<file path="config.mk">
export PLATFORM = sky130hd
export DESIGN_NAME = row_burst_driver
export DESIGN_NICKNAME = d
export VERILOG_FILES = /design/src/rtl/row_drv_pkg.sv /design/src/rtl/row_onehot_dec.sv /design/src/rtl/row_burst_driver.sv
export SDC_FILE = /design/constraint.sdc
export NUM_CORES = 1
export LEC_CHECK = 0
export ABC_AREA = 1
export CORE_MARGIN = 5
export CORE_UTILIZATION = 40
export DETAILED_ROUTE_END_ITERATION = 8
export DONT_BUFFER_PORTS = 1
export PLACE_DENSITY_LB_ADDON = 0.1
export SLEW_MARGIN = 10
export SYNTH_ARGS = -nofsm -noshare
export SYNTH_HDL_FRONTEND = slang
export SYNTH_SLANG_ARGS = --single-unit
</file>
<file path="constraint.sdc">
create_clock -name clk -period 3.7 [get_ports clk]
set_input_delay 0.74 -clock clk [delete_from_list [all_inputs] [get_ports clk]]
set_output_delay 0.74 -clock clk [all_outputs]
set_load 0.05 [all_outputs]
</file>
<file path="src/rtl/row_drv_pkg.sv">
// Shared encodings for the row burst driver: request modes and FSM states.
package row_drv_pkg;

  typedef enum logic [1:0] {
    MODE_WRITE = 2'b00,
    MODE_MAC   = 2'b01,
    MODE_CAM   = 2'b10,
    MODE_RSVD  = 2'b11
  } mode_e;

  typedef enum logic [1:0] {
    ST_IDLE  = 2'b00,
    ST_DRIVE = 2'b01,
    ST_GAP   = 2'b10,
    ST_DONE  = 2'b11
  } state_e;

endpackage

</file>
<file path="src/rtl/row_onehot_dec.sv">
// Combinational row address to one-hot word-line decoder.
module row_onehot_dec
  import row_drv_pkg::*;
#(
  parameter int unsigned ROWS = 4,
  parameter int unsigned AW   = $clog2(ROWS)
) (
  input  logic [AW-1:0]   row_i,
  output logic [ROWS-1:0] onehot_c_o
);

  // One bit per row, set where the row index matches.
  always_comb begin
    onehot_c_o = '0;
    for (int unsigned i = 0; i < ROWS; i++) begin
      onehot_c_o[i] = (row_i == AW'(i));
    end
  end

endmodule

</file>
<file path="src/rtl/row_burst_driver.sv">
// Word-line controller for the CAM/MAC bit-cell array: WRITE, MAC bursts, CAM search.
// Optional build macro ROW_DRV_DUMMY_EN enables the dummy sensing row (WL_dummy).
module row_burst_driver
  import row_drv_pkg::*;
#(
  parameter int unsigned ROWS      = 4,
  parameter int unsigned AW        = $clog2(ROWS),
  parameter int unsigned PULSE_CYC = 2
) (
  input  logic            clk,
  input  logic            rst,
  input  logic            cs,
  input  logic            start,
  input  logic [1:0]      mode,
  input  logic            read_bar,
  input  logic [AW-1:0]   addr,
  input  logic [AW:0]     burst_len,
  input  logic [ROWS-1:0] data,
  output logic            busy,
  output logic            done,
  output logic [AW-1:0]   row_idx,
  output logic [ROWS-1:0] WL,
  output logic [ROWS-1:0] WLB,
  output logic            WL_dummy
);

  localparam int unsigned LW = AW + 1;
  localparam int unsigned CW = $clog2(PULSE_CYC + 1);
  localparam logic [CW-1:0] PULSE_LOAD = CW'(PULSE_CYC - 1);
  localparam logic [LW-1:0] ROWS_LEN   = LW'(ROWS);
  localparam logic [AW-1:0] LAST_ROW   = AW'(ROWS - 1);

  state_e          state_q, state_d;
  mode_e           mode_q, mode_d;
  logic            read_bar_q, read_bar_d;
  logic [AW-1:0]   row_q, row_d;
  logic [LW-1:0]   rem_q, rem_d;
  logic [ROWS-1:0] data_q, data_d;
  logic [CW-1:0]   pcnt_q, pcnt_d;

  logic            busy_q, busy_d;
  logic            done_q, done_d;
  logic [AW-1:0]   row_idx_q, row_idx_d;
  logic [ROWS-1:0] wl_q, wl_d;
  logic [ROWS-1:0] wlb_q, wlb_d;
  logic            dummy_q, dummy_d;

  logic [ROWS-1:0] onehot;
  logic [LW-1:0]   len_clamped;

  row_onehot_dec #(.ROWS(ROWS), .AW(AW)) u_dec (
    .row_i      (row_q),
    .onehot_c_o (onehot)
  );

  // MAC row count: zero means one row, anything past the array size saturates.
  always_comb begin
    len_clamped = burst_len;
    if (burst_len == '0) begin
      len_clamped = LW'(1);
    end else if (burst_len > ROWS_LEN) begin
      len_clamped = ROWS_LEN;
    end
  end

  // Next-state, request latching, pulse/row sequencing and line values for the current state.
  always_comb begin
    state_d    = state_q;
    mode_d     = mode_q;
    read_bar_d = read_bar_q;
    row_d      = row_q;
    rem_d      = rem_q;
    data_d     = data_q;
    pcnt_d     = pcnt_q;
    busy_d     = 1'b0;
    done_d     = 1'b0;
    row_idx_d  = '0;
    wl_d       = '0;
    wlb_d      = '0;
    dummy_d    = 1'b0;

    unique case (state_q)
      ST_IDLE: begin
        if (start && cs && (mode_e'(mode) != MODE_RSVD)) begin
          mode_d     = mode_e'(mode);
          read_bar_d = read_bar;
          row_d      = addr;
          rem_d      = (mode_e'(mode) == MODE_MAC) ? len_clamped : LW'(1);
          data_d     = data;
          pcnt_d     = PULSE_LOAD;
          state_d    = ST_DRIVE;
        end
      end
      ST_DRIVE: begin
        if (pcnt_q != '0) begin
          pcnt_d = pcnt_q - CW'(1);
        end else if ((mode_q == MODE_MAC) && (rem_q > LW'(1))) begin
          row_d   = (row_q == LAST_ROW) ? '0 : row_q + AW'(1);
          rem_d   = rem_q - LW'(1);
          state_d = ST_GAP;
        end else begin
          state_d = ST_DONE;
        end
      end
      ST_GAP: begin
        pcnt_d  = PULSE_LOAD;
        state_d = ST_DRIVE;
      end
      ST_DONE: begin
        state_d = ST_IDLE;
      end
      default: begin
        state_d = ST_IDLE;
      end
    endcase

    // Lines follow the current state one edge later; deselect forces everything low.
    if (cs) begin
      busy_d = (state_q != ST_IDLE);
      done_d = (state_q == ST_DONE);
      if (state_q == ST_DRIVE) begin
        unique case (mode_q)
          MODE_WRITE: begin
            row_idx_d = row_q;
            wl_d      = onehot;
            wlb_d     = onehot;
          end
          MODE_MAC: begin
            row_idx_d = row_q;
            if (read_bar_q) begin
              wlb_d = onehot;
            end else begin
              wl_d = onehot;
            end
          end
          MODE_CAM: begin
            wl_d  = data_q;
            wlb_d = ~data_q;
          end
          default: begin
            wl_d = '0;
          end
        endcase
`ifdef ROW_DRV_DUMMY_EN
        dummy_d = (mode_q != MODE_WRITE);
`else
        dummy_d = 1'b0;
`endif
      end
    end else begin
      state_d = ST_IDLE;
    end
  end

  // State and latched request registers.
  always_ff @(posedge clk) begin
    if (rst) begin
      state_q    <= ST_IDLE;
      mode_q     <= MODE_WRITE;
      read_bar_q <= 1'b0;
      row_q      <= '0;
      rem_q      <= '0;
      data_q     <= '0;
      pcnt_q     <= '0;
    end else begin
      state_q    <= state_d;
      mode_q     <= mode_d;
      read_bar_q <= read_bar_d;
      row_q      <= row_d;
      rem_q      <= rem_d;
      data_q     <= data_d;
      pcnt_q     <= pcnt_d;
    end
  end

  // Registered outputs toward the analog word-line drivers.
  always_ff @(posedge clk) begin
    if (rst) begin
      busy_q    <= 1'b0;
      done_q    <= 1'b0;
      row_idx_q <= '0;
      wl_q      <= '0;
      wlb_q     <= '0;
      dummy_q   <= 1'b0;
    end else begin
      busy_q    <= busy_d;
      done_q    <= done_d;
      row_idx_q <= row_idx_d;
      wl_q      <= wl_d;
      wlb_q     <= wlb_d;
      dummy_q   <= dummy_d;
    end
  end

  assign busy     = busy_q;
  assign done     = done_q;
  assign row_idx  = row_idx_q;
  assign WL       = wl_q;
  assign WLB      = wlb_q;
  assign WL_dummy = dummy_q;

endmodule

</file>
==> impl_metrics.prom, run 1 <==
# TYPE chip_impl_metric gauge
chip_impl_metric{name="regToRegSetupSlack",unit="ns"} 2.29
chip_impl_metric{name="fin_crit_sh",unit="%"} 46.0
chip_impl_metric{name="peak_supply_drop",unit="mV"} 0.133
chip_impl_metric{name="fin_skew",unit="ns"} 0.00965
chip_impl_metric{name="grt.overflow.total",unit=""} 0
chip_impl_metric{name="postSynthCellCount",unit=""} 174
chip_impl_metric{name="max_cap_viols",unit=""} 0
chip_impl_metric{name="worstSkewPairLatency",unit="ns"} 0.31
chip_impl_info{name="hold_class",value="primary input to flip-flop"} 1
chip_impl_metric{name="place_congestion",unit=""} 0.831
chip_impl_info{name="setup.worst_path.start_class",value="flip-flop"} 1
chip_impl_info{name="clock_tree_from_tritoncts",value="done"} 1
chip_impl_info{name="synthDominantAreaCellType",value="sky130_fd_sc_hd__dfxtp_1"} 1
chip_impl_metric{name="setup_viol",unit=""} 0
chip_impl_metric{name="gr-usage-all-layers",unit="%"} 13.0
chip_impl_metric{name="wire_per_inst",unit="um"} 11.9
chip_impl_metric{name="synth-seq-cells",unit=""} 28
chip_impl_metric{name="first_global_vias",unit=""} 1041
chip_impl_metric{name="final.setup.tns",unit="ns"} 0
chip_impl_metric{name="number_of_ports_placed_on_the_die_boundary",unit=""} 29
chip_impl_metric{name="powerDensity",unit="nW/um2"} 386
chip_impl_info{name="run_status",value="finished clean"} 1
chip_impl_metric{name="timing.critical_path.depth",unit=""} 0
chip_impl_metric{name="row_count",unit=""} 20
chip_impl_metric{name="io_buffer_count",unit=""} 0
chip_impl_metric{name="total_count_of_max_transition_violations_in_the_final_report",unit=""} 0
chip_impl_metric{name="cts-buffers-inserted",unit=""} 3
chip_impl_metric{name="route.detailed.vias_per_inst",unit=""} 4.86
chip_impl_info{name="setup.worst_path.class",value="flip-flop to output pin"} 1
chip_impl_metric{name="drt_first_iter_violations",unit=""} 49
chip_impl_metric{name="htree_levels",unit=""} 1
chip_impl_metric{name="initial_antenna_violation_count",unit=""} 0
chip_impl_metric{name="final_nets",unit=""} 199
chip_impl_metric{name="number_of_distinct_standard_cells_referenced_by_the_synthesized_netlist",unit=""} 26
chip_impl_metric{name="wire_length_of_the_first_global_routing_pass",unit="um"} 4520
chip_impl_metric{name="required",unit="ns"} 2.96
chip_impl_metric{name="period_needed",unit="ns"} 1.70
chip_impl_info{name="netlist_top_cells_count",value="34 x sky130_fd_sc_hd__nor2_1, 28 x sky130_fd_sc_hd__dfxtp_1, 28 x sky130_fd_sc_hd__nand2_1"} 1
chip_impl_metric{name="fp.coreArea",unit="um2"} 3100
chip_impl_metric{name="die_area",unit="um2"} 4520
chip_impl_metric{name="post_cts.repair.setup_buffers",unit=""} 0
chip_impl_metric{name="num_antenna_cells",unit=""} 0
chip_impl_metric{name="postSynthNetCount",unit=""} 197
chip_impl_info{name="dominantRegCellSynth",value="sky130_fd_sc_hd__dfxtp_1"} 1
chip_impl_metric{name="cts.reportedPaths.clkPinSlew",unit="ns"} 0.14
chip_impl_metric{name="drc_errors",unit=""} 0
chip_impl_metric{name="hold-path-cell-count",unit=""} 1
chip_impl_metric{name="synth_enable_flop_cells",unit=""} 0
chip_impl_metric{name="timing.final.hold_violations",unit=""} 0
chip_impl_metric{name="fraction_of_final_layout_cells_with_drive_strength_greater_than_1",unit="%"} 8.62
chip_impl_metric{name="flow.area_growth_from_synthesis",unit="%"} 4.20
chip_impl_metric{name="timing.critical_path.fanout_max",unit=""} 1
chip_impl_metric{name="fin_total_pwr",unit="uW"} 527
chip_impl_metric{name="synth_area_per_cell",unit="um2"} 7.53
chip_impl_info{name="critPathCaptureType",value="output pin"} 1
chip_impl_metric{name="num_vias",unit=""} 1060
chip_impl_metric{name="synth.top_cell.area_share",unit="%"} 42.8
chip_impl_metric{name="post_synthesis_async_set_or_reset_flop_share",unit="%"} 0
chip_impl_metric{name="chipHeight",unit="um"} 67.2
chip_impl_metric{name="drt_antenna_net_count",unit=""} 0
chip_impl_metric{name="cts.sinks",unit=""} 28
chip_impl_info{name="r2r-start",value="state_q[1]"} 1
chip_impl_metric{name="route.final.wire_length",unit="um"} 2590
chip_impl_metric{name="yosysSeqAreaShare",unit="%"} 42.8
chip_impl_info{name="min_delay_src",value="rst"} 1
chip_impl_info{name="cts.root.buffer_cell",value="sky130_fd_sc_hd__clkbuf_4"} 1
chip_impl_metric{name="post_cts_hold_buffer_count",unit=""} 0
chip_impl_info{name="ys_top_cells_by_area",value="sky130_fd_sc_hd__dfxtp_1 43%, sky130_fd_sc_hd__nor2_1 9.7%, sky130_fd_sc_hd__nand2_1 8.0%, sky130_fd_sc_hd__ha_1 6.7%, sky130_fd_sc_hd__inv_1 5.2%"} 1
chip_impl_metric{name="hpwl_after_dpl",unit="um"} 2060
chip_impl_metric{name="netlist_area",unit="um2"} 1310
chip_impl_metric{name="clock_path_buffers",unit=""} 2
chip_impl_info{name="grt_setup_unrepaired",value="no"} 1
chip_impl_info{name="min_to",value="pcnt_q[1]"} 1
chip_impl_info{name="reg2reg_end",value="rem_q[2]"} 1
chip_impl_info{name="top_count_cell_post_synth",value="sky130_fd_sc_hd__nor2_1"} 1
chip_impl_metric{name="data_arrival_time_of_the_worst_path",unit="ns"} 0.96
chip_impl_metric{name="ys_warn_count",unit=""} 0
chip_impl_metric{name="post_cts_resized",unit=""} 0
chip_impl_metric{name="initial_utilization",unit="%"} 42.2
chip_impl_metric{name="rr_worst_depth",unit=""} 7
chip_impl_metric{name="pin_count_of_the_biggest_net_entering_global_routing",unit=""} 16
chip_impl_metric{name="chipWidth",unit="um"} 67.2
chip_impl_metric{name="first_pass_iters",unit=""} 4
chip_impl_metric{name="leakage",unit="nW"} 0.555
chip_impl_metric{name="fmax",unit="MHz"} 588
-- per-layer routing --
layer | wire [um] | global-route usage, % | vias up
met4 | 18 | 4.56 | 0
met5 | 0 | 0 | -
met1 | 1110 | 13.9 | 483
met3 | 172 | 3.49 | 2
met2 | 1290 | 24.4 | 21
li1 | - | - | 554
-- cell families after synthesis --
logic type	count (synthesis)	synth area share [%]
xor gates and xnor gates	1	0.669
AOI/OAI and AO/OA	32	13.3
other	1	0.286
buffers and inverters	25	8.02
adders and majority gates	7	6.69
DFF	28	42.8
and+or+nand+nor	80	28.3
-- worst register-to-register path, cell delays in order, from the launching register on --
cell and delay [ns]:
sky130_fd_sc_hd__dfxtp_1 0.42, sky130_fd_sc_hd__nor2_2 0.19, sky130_fd_sc_hd__nand3_2 0.27, sky130_fd_sc_hd__nand2_4 0.18, sky130_fd_sc_hd__nand2_4 0.08, sky130_fd_sc_hd__nand2_1 0.07
sky130_fd_sc_hd__nand2_1 0.05, sky130_fd_sc_hd__nor2_1 0.10
-- report_power, final --
| part | internal [mW] | switching (mW) |
|---|---|---|
| logic | 0.0302 | 0.0527 |
| registers | 0.315 | 0.0119 |
| clock network | 0.0380 | 0.0793 |
| total | 0.383 | 0.144 |
-- cells in the final DEF (no fill, tap or decap) --
| cell type | n |
|---|---|
| sky130_fd_sc_hd__nand4_1 | 1 |
| sky130_fd_sc_hd__nand3_1 | 4 |
| sky130_fd_sc_hd__a21oi_2 | 1 |
| sky130_fd_sc_hd__nor2_8 | 1 |
| sky130_fd_sc_hd__a21oi_1 | 11 |
| sky130_fd_sc_hd__conb_1 | 1 |
| sky130_fd_sc_hd__nand2_1 | 28 |
| sky130_fd_sc_hd__nand3_2 | 2 |
| sky130_fd_sc_hd__a31oi_1 | 8 |
| sky130_fd_sc_hd__or2_1 | 2 |
| sky130_fd_sc_hd__nand3b_1 | 1 |
| sky130_fd_sc_hd__nor2_1 | 34 |
| sky130_fd_sc_hd__ha_1 | 7 |
| sky130_fd_sc_hd__o21ai_0 | 12 |
| sky130_fd_sc_hd__nor2_2 | 1 |
| sky130_fd_sc_hd__xnor2_1 | 1 |
| sky130_fd_sc_hd__inv_2 | 3 |
| sky130_fd_sc_hd__nor3_1 | 2 |
| sky130_fd_sc_hd__clkinv_1 | 1 |
| sky130_fd_sc_hd__nand2_4 | 2 |
| sky130_fd_sc_hd__nand2_2 | 2 |
| sky130_fd_sc_hd__inv_1 | 18 |
| sky130_fd_sc_hd__dfxtp_1 | 28 |
| sky130_fd_sc_hd__clkbuf_4 | 3 |
-- stage by stage --
step / std cells / cell area [um2] / hold slack (ns) / setup WS, ns / util (%)
6_report: 218 / 1370 / 0.460 / 2.00 / 44.0
5_1_grt: 218 / 1370 / 0.421 / 1.94 / 44.0
3_5_place_dp: 215 / 1340 / 0.466 / 2.06 / 43.3
2_1_floorplan: 174 / 1310 / 0.442 / 2.28 / -
4_1_cts: 218 / 1370 / 0.447 / 1.98 / 44.0
3_3_place_gp: 215 / 1340 / 0.455 / 2.08 / 43.3
-- worst max path at each step --
stage,slack (ns),startpoint,to
4_1_cts,1.98,WLB[2],WLB[2]
6_report,2.00,WLB[2],WLB[2]
3_3_place_gp,2.08,start,rem_q[2]
2_1_floorplan,2.28,start,data_q[0]
5_1_grt,1.94,WLB[0],WLB[0]
3_5_place_dp,2.06,start,rem_q[2]
-- registers in the layout, summed over array words and instances (netlist names) --
name,cells
busy,1
pcnt_q,2
row_q,2
rem_q,3
WLB,4
data_q,4
mode_q,2
row_idx,2
done,1
state_q,2
WL,4
read_bar_q,1
-- final cells by class --
cell class | instances | area [um2]
Fill cell | 341 | 1740
Multi-Input combinational cell | 121 | 644
Sequential cell | 28 | 561
Inverter | 22 | 82.6
Tap cell | 44 | 55.1
Clock buffer | 3 | 22.5
Note: power is estimated with default switching activity, not from simulation.
==> inputs of run 2 (changes only) <==
==> constraint.sdc (replaced) <==
create_clock -name clk -period 1.5 [get_ports clk]
set_input_delay 0.3 -clock clk [delete_from_list [all_inputs] [get_ports clk]]
set_output_delay 0.3 -clock clk [all_outputs]
set_load 0.05 [all_outputs]
==> run 2 against run 1 <==
Net effect: die area is the same; core utilization rose by 0.81 points; critical path depth up 7; largest power group unchanged; clock skew shrank 0.0056 ns; highest routed layer unchanged; clock power rose to 2.5 times the previous value; first-iteration DRC count decreased by 35%; routed wire length rose by 2.1%; combinational power increased to 2.5 times the previous value.
==> impl_metrics.prom, run 2 (same netlist as run 1, synthesis figures left out) <==
# TYPE chip_impl_metric gauge
chip_impl_metric{name="wire_length_of_the_first_global_routing_pass",unit="um"} 4490
chip_impl_metric{name="fraction_of_final_layout_cells_with_drive_strength_greater_than_1",unit="%"} 9.09
chip_impl_metric{name="powerDensity",unit="nW/um2"} 946
chip_impl_metric{name="worstSkewPairLatency",unit="ns"} 0.32
chip_impl_metric{name="final.setup.tns",unit="ns"} 0
chip_impl_metric{name="max_cap_viols",unit=""} 0
chip_impl_metric{name="cts-buffers-inserted",unit=""} 3
chip_impl_metric{name="initial_utilization",unit="%"} 42.2
chip_impl_metric{name="initial_antenna_violation_count",unit=""} 0
chip_impl_metric{name="fin_crit_sh",unit="%"} 86.6
chip_impl_metric{name="setup_viol",unit=""} 0
chip_impl_metric{name="chipHeight",unit="um"} 67.2
chip_impl_metric{name="worst_setup_slack_after_placement",unit="ns"} 0.104
chip_impl_metric{name="first_global_vias",unit=""} 1088
chip_impl_metric{name="flow.area_growth_from_synthesis",unit="%"} 6.11
chip_impl_info{name="final_cell_mix",value="34 x sky130_fd_sc_hd__nor2_1, 28 x sky130_fd_sc_hd__dfxtp_1, 28 x sky130_fd_sc_hd__nand2_1"} 1
chip_impl_metric{name="place_congestion",unit=""} 0.840
chip_impl_info{name="grt_setup_unrepaired",value="no"} 1
chip_impl_metric{name="timing.final.hold_violations",unit=""} 0
chip_impl_metric{name="gr-usage-all-layers",unit="%"} 13.0
chip_impl_info{name="most_frequent_standard_cell_in_the_layout_excluding_fill_and_tap_cells",value="sky130_fd_sc_hd__nor2_1"} 1
chip_impl_metric{name="route.detailed.vias_per_inst",unit=""} 4.87
chip_impl_metric{name="post_cts.repair.setup_buffers",unit=""} 0
chip_impl_metric{name="drt_first_iter_violations",unit=""} 32
chip_impl_metric{name="htree_levels",unit=""} 1
chip_impl_info{name="critPathCaptureType",value="flip-flop"} 1
chip_impl_metric{name="period_needed",unit="ns"} 1.30
chip_impl_metric{name="number_of_ports_placed_on_the_die_boundary",unit=""} 29
chip_impl_metric{name="hpwl_after_dpl",unit="um"} 2150
chip_impl_metric{name="timing.final.ws_setup",unit="ns"} 0.200
chip_impl_info{name="crit_path_start",value="state_q[1]"} 1
chip_impl_metric{name="place_inst",unit=""} 216
chip_impl_metric{name="fp.coreArea",unit="um2"} 3100
chip_impl_metric{name="data_arrival_time_of_the_worst_path",unit="ns"} 1.57
chip_impl_info{name="cts.root.buffer_cell",value="sky130_fd_sc_hd__clkbuf_4"} 1
chip_impl_metric{name="wire_per_inst",unit="um"} 12.0
chip_impl_metric{name="final_nets",unit=""} 201
chip_impl_metric{name="grt.overflow.total",unit=""} 0
chip_impl_metric{name="io_buffer_count",unit=""} 0
chip_impl_info{name="setup.worst_path.start_class",value="flip-flop"} 1
chip_impl_metric{name="first_pass_iters",unit=""} 4
chip_impl_metric{name="cts.reportedPaths.clkPinSlew",unit="ns"} 0.14
chip_impl_metric{name="cts.sinks",unit=""} 28
chip_impl_metric{name="final_cells",unit=""} 220
chip_impl_info{name="clock_tree_from_tritoncts",value="done"} 1
chip_impl_metric{name="clock_path_buffers",unit=""} 2
chip_impl_metric{name="placed_area",unit="um2"} 1350
chip_impl_metric{name="chipWidth",unit="um"} 67.2
chip_impl_metric{name="final_core_util",unit="%"} 44.8
chip_impl_metric{name="pin_count_of_the_biggest_net_entering_global_routing",unit=""} 16
chip_impl_metric{name="required",unit="ns"} 1.77
chip_impl_info{name="r2r-start",value="state_q[1]"} 1
chip_impl_info{name="hold_class",value="primary input to flip-flop"} 1
chip_impl_info{name="setup.worst_path.class",value="flip-flop to flip-flop"} 1
chip_impl_metric{name="leakage",unit="nW"} 0.564
chip_impl_metric{name="row_count",unit=""} 20
chip_impl_metric{name="fillers",unit=""} 356
chip_impl_metric{name="drc_errors",unit=""} 0
chip_impl_metric{name="num_vias",unit=""} 1072
chip_impl_info{name="min_delay_src",value="cs"} 1
chip_impl_metric{name="num_antenna_cells",unit=""} 0
chip_impl_metric{name="fmax",unit="MHz"} 770
chip_impl_metric{name="drt_antenna_net_count",unit=""} 0
chip_impl_info{name="run_status",value="finished clean"} 1
chip_impl_metric{name="route.final.wire_length",unit="um"} 2650
chip_impl_metric{name="total_count_of_max_transition_violations_in_the_final_report",unit=""} 0
chip_impl_metric{name="die_area",unit="um2"} 4520
chip_impl_metric{name="stdcell_area",unit="um2"} 1390
chip_impl_metric{name="timing.critical_path.fanout_max",unit=""} 15
chip_impl_metric{name="peak_supply_drop",unit="mV"} 0.317
chip_impl_metric{name="fin_skew",unit="ns"} 0.00404
run 2: cell types whose count changed in the layout (fill, tap and decap cells not counted), sizes merged:
cell         previous run  this run
dlygate4sd3             0         1
buf                     0         1
run 2: area by class of cell:
| type | instances | area [um2] | area share (%) |
|---|---|---|---|
| well taps | 44 | 55.1 | 3.96 |
| repair buffers | 2 | 17.5 | 1.26 |
| flip-flops and latches | 28 | 561 | 40.3 |
| inverters | 22 | 82.6 | 5.94 |
| clock buffers | 3 | 22.5 | 1.62 |
| multi-input cells | 121 | 652 | 46.9 |
run 2: worst max-delay path, cell delays in order, from the launching register on:
cell and delay [ns]:
sky130_fd_sc_hd__dfxtp_1 0.42, sky130_fd_sc_hd__nor2_2 0.23, sky130_fd_sc_hd__nand3_4 0.19, sky130_fd_sc_hd__nand2_4 0.13, sky130_fd_sc_hd__nand2_4 0.07, sky130_fd_sc_hd__nand2_1 0.07
sky130_fd_sc_hd__nand2_1 0.05, sky130_fd_sc_hd__nor2_1 0.08
run 2: power breakdown:
part / switching (mW) / internal [mW] / total [mW]
Sequential: 0.0305 / 0.776 / 0.807
Clock: 0.203 / 0.0940 / 0.297
Combinational: 0.132 / 0.0788 / 0.211
Total: 0.366 / 0.949 / 1.31
run 2: per-layer routing:
layer,up-vias,GRT usage [%],wire length (um)
met2,21,24.3,1340
li1,560,-,-
met1,485,13.4,1100
met3,6,3.83,150
met5,-,0,0
met4,0,5.32,54
run 2: what timing repair did:
action	in CTS	in global routing
resized for setup	0	1
endpoints found under the setup margin	0	5
hold endpoints to repair	0	1
hold buffers	0	1
run 2: per-stage QoR:
| step | hold WS (ns) | total power, mW |
|---|---|---|
| floorplan | 0.362 | 0.992 |
| global placement | 0.364 | 1.03 |
| detailed placement | 0.365 | 1.03 |
| CTS | 0.00549 | 1.33 |
| global route | 0.152 | 1.41 |
| finish | 0.168 | 1.31 |
run 2: final timing paths:
kind / end / slack (ns) / depth (start not counted)
setup / recovery: rem_q[2] / 0.20 / 7
hold reg to reg: pcnt_q[1] / 0.48 / 2
hold / removal: done / 0.17 / 2
setup reg to reg: rem_q[2] / 0.20 / 7
==> inputs of run 3 (changes only) <==
--- a/config.mk
+++ b/config.mk
@@ -7,7 +7,7 @@
 export LEC_CHECK = 0
 export ABC_AREA = 1
 export CORE_MARGIN = 5
-export CORE_UTILIZATION = 40
+export CORE_UTILIZATION = 55
 export DETAILED_ROUTE_END_ITERATION = 8
 export DONT_BUFFER_PORTS = 1
 export PLACE_DENSITY_LB_ADDON = 0.1
==> run 3 against run 2 <==
Net effect: register-to-register slack barely moved; design area down 1.4%; critical path depth unchanged; die area fell by 23%; power up 0.77%; sequential share of layout area is 0.59 points higher; first-iteration DRC count down 22%; non-clock buffer count stayed put; cell count decreased by 7.3%; clock-buffer cell count is the same; sequential power about the same; largest power group unchanged; highest routed layer unchanged.
==> impl_metrics.prom, run 3 (same netlist as run 1, synthesis figures left out) <==
# TYPE chip_impl_metric gauge
chip_impl_info{name="run_status",value="finished clean"} 1
chip_impl_metric{name="data_arrival_time_of_the_worst_path",unit="ns"} 1.57
chip_impl_metric{name="cts-buffers-inserted",unit=""} 3
chip_impl_metric{name="io_buffer_count",unit=""} 0
chip_impl_metric{name="max_cap_viols",unit=""} 0
chip_impl_info{name="setup.worst_path.start_class",value="flip-flop"} 1
chip_impl_metric{name="chipHeight",unit="um"} 58.8
chip_impl_info{name="path_cells",value="nor2_2 -> nand3_4 -> nand2_4 -> nand2_4 -> inv_2 -> nor2_1 -> nor2_1"} 1
chip_impl_metric{name="required",unit="ns"} 1.77
chip_impl_metric{name="fp.coreArea",unit="um2"} 2230
chip_impl_metric{name="slowest_delay",unit="ns"} 0.42
chip_impl_metric{name="place_congestion",unit=""} 0.899
chip_impl_metric{name="chipWidth",unit="um"} 58.8
chip_impl_info{name="grt_setup_unrepaired",value="no"} 1
chip_impl_info{name="critPathCaptureType",value="flip-flop"} 1
chip_impl_metric{name="flow.area_growth_from_synthesis",unit="%"} 4.58
chip_impl_info{name="final_cell_mix",value="34 x sky130_fd_sc_hd__nor2_1, 28 x sky130_fd_sc_hd__dfxtp_1, 28 x sky130_fd_sc_hd__nand2_1"} 1
chip_impl_metric{name="worstSkewPairLatency",unit="ns"} 0.32
chip_impl_metric{name="number_of_ports_placed_on_the_die_boundary",unit=""} 29
chip_impl_info{name="most_frequent_standard_cell_in_the_layout_excluding_fill_and_tap_cells",value="sky130_fd_sc_hd__nor2_1"} 1
chip_impl_metric{name="clock_path_buffers",unit=""} 2
chip_impl_metric{name="cts.reportedPaths.clkPinSlew",unit="ns"} 0.15
chip_impl_info{name="clock_tree_from_tritoncts",value="done"} 1
chip_impl_metric{name="worst_hold_slack",unit="ns"} 0.165
chip_impl_metric{name="route.detailed.vias_per_inst",unit=""} 5.23
chip_impl_info{name="cts.root.buffer_cell",value="sky130_fd_sc_hd__clkbuf_4"} 1
chip_impl_metric{name="htree_levels",unit=""} 1
chip_impl_metric{name="num_antenna_cells",unit=""} 0
chip_impl_metric{name="first_global_vias",unit=""} 1071
chip_impl_metric{name="fin_crit_sh",unit="%"} 86.3
chip_impl_info{name="hold_class",value="primary input to flip-flop"} 1
chip_impl_metric{name="drt_antenna_net_count",unit=""} 0
chip_impl_metric{name="drc_errors",unit=""} 0
chip_impl_metric{name="wire_per_inst",unit="um"} 12.2
chip_impl_metric{name="fin_skew",unit="ns"} 0.00106
chip_impl_metric{name="die_area",unit="um2"} 3460
chip_impl_metric{name="fmax",unit="MHz"} 773
chip_impl_metric{name="post_cts.repair.setup_buffers",unit=""} 0
chip_impl_info{name="critPathSlowestCell",value="sky130_fd_sc_hd__dfxtp_1"} 1
chip_impl_info{name="setup.worst_path.class",value="flip-flop to flip-flop"} 1
chip_impl_metric{name="gr-usage-all-layers",unit="%"} 16.0
chip_impl_metric{name="fraction_of_final_layout_cells_with_drive_strength_greater_than_1",unit="%"} 9.09
chip_impl_metric{name="leakage",unit="nW"} 0.564
chip_impl_metric{name="num_vias",unit=""} 1066
chip_impl_metric{name="setup_viol",unit=""} 0
chip_impl_metric{name="peak_supply_drop",unit="mV"} 0.484
chip_impl_metric{name="drt_first_iter_violations",unit=""} 25
chip_impl_metric{name="first_pass_iters",unit=""} 4
chip_impl_metric{name="total_count_of_max_transition_violations_in_the_final_report",unit=""} 0
chip_impl_metric{name="timing.final.hold_violations",unit=""} 0
chip_impl_metric{name="final.setup.tns",unit="ns"} 0
chip_impl_metric{name="grt.overflow.total",unit=""} 0
chip_impl_metric{name="powerDensity",unit="nW/um2"} 967
chip_impl_metric{name="period_needed",unit="ns"} 1.29
chip_impl_metric{name="pin_count_of_the_biggest_net_entering_global_routing",unit=""} 16
chip_impl_metric{name="timing.critical_path.fanout_max",unit=""} 15
chip_impl_metric{name="initial_utilization",unit="%"} 58.7
chip_impl_metric{name="hpwl_after_dpl",unit="um"} 1970
chip_impl_metric{name="initial_antenna_violation_count",unit=""} 0
chip_impl_metric{name="route.final.wire_length",unit="um"} 2490
chip_impl_metric{name="fillers",unit=""} 226
chip_impl_metric{name="final_nets",unit=""} 201
chip_impl_metric{name="row_count",unit=""} 17
chip_impl_metric{name="cts.sinks",unit=""} 28
chip_impl_metric{name="wire_length_of_the_first_global_routing_pass",unit="um"} 4330
[run 3: cell counts in the layout (fill, tap and decap cells not counted)]
No cell type changed its count.
[run 3: critical path, delay by kind of cell (launching register included)]
kind | cells | cell delay [ns]
AND/OR/NAND/NOR | 6 | 0.75
flip-flops | 1 | 0.42
buffers and inverters | 1 | 0.07
[run 3: worst paths after layout]
path              start         end  slack [ns]  cells past startpoint
max          state_q[1]    row_q[1]        0.21                      7
min                  cs        done        0.17                      2
max reg2reg  state_q[1]    row_q[1]        0.21                      7
min reg2reg  read_bar_q  read_bar_q        0.48                      2
[run 3: layout make-up]
type | count | area (um2) | area share [%]
Clock buffer | 3 | 22.5 | 1.64
Inverter | 22 | 82.6 | 6.03
Multi-Input combinational cell | 121 | 652 | 47.6
Sequential cell | 28 | 561 | 40.9
Tap cell | 28 | 35.0 | 2.56
Timing Repair Buffer | 2 | 17.5 | 1.28
[run 3: timing repair]
item | in CTS | in global routing
setup endpoints to repair | 0 | 3
hold buffers | 0 | 1
endpoints found under the hold margin | 0 | 1
resized for setup | 0 | 1
[run 3: per-stage QoR]
| step | util, % | area, um2 | instances | total power [mW] | setup slack [ns] |
|---|---|---|---|---|---|
| after floorplan | - | 1310 | 174 | 0.992 | 0.330 |
| after global placement | 59.6 | 1330 | 200 | 1.02 | 0.187 |
| after detailed placement | 59.6 | 1330 | 200 | 1.03 | 0.147 |
| after CTS | 60.6 | 1350 | 203 | 1.32 | 0.110 |
| after global routing | 61.3 | 1370 | 204 | 1.40 | 0.0495 |
| final | 61.3 | 1370 | 204 | 1.32 | 0.206 |
[run 3: where the power goes]
group,internal (mW),switching (mW)
Sequential,0.776,0.0307
Combinational,0.0787,0.130
Clock,0.0941,0.215
[run 3: layer usage]
metal  global-route usage [%]  wire length [um]  vias to the layer above
met5                        0                 0                        -
met4                     8.09                35                        0
met3                     4.39               174                        4
met2                     27.4              1230                       34
met1                     18.0              1050                      467
li1                         -                 -                      561
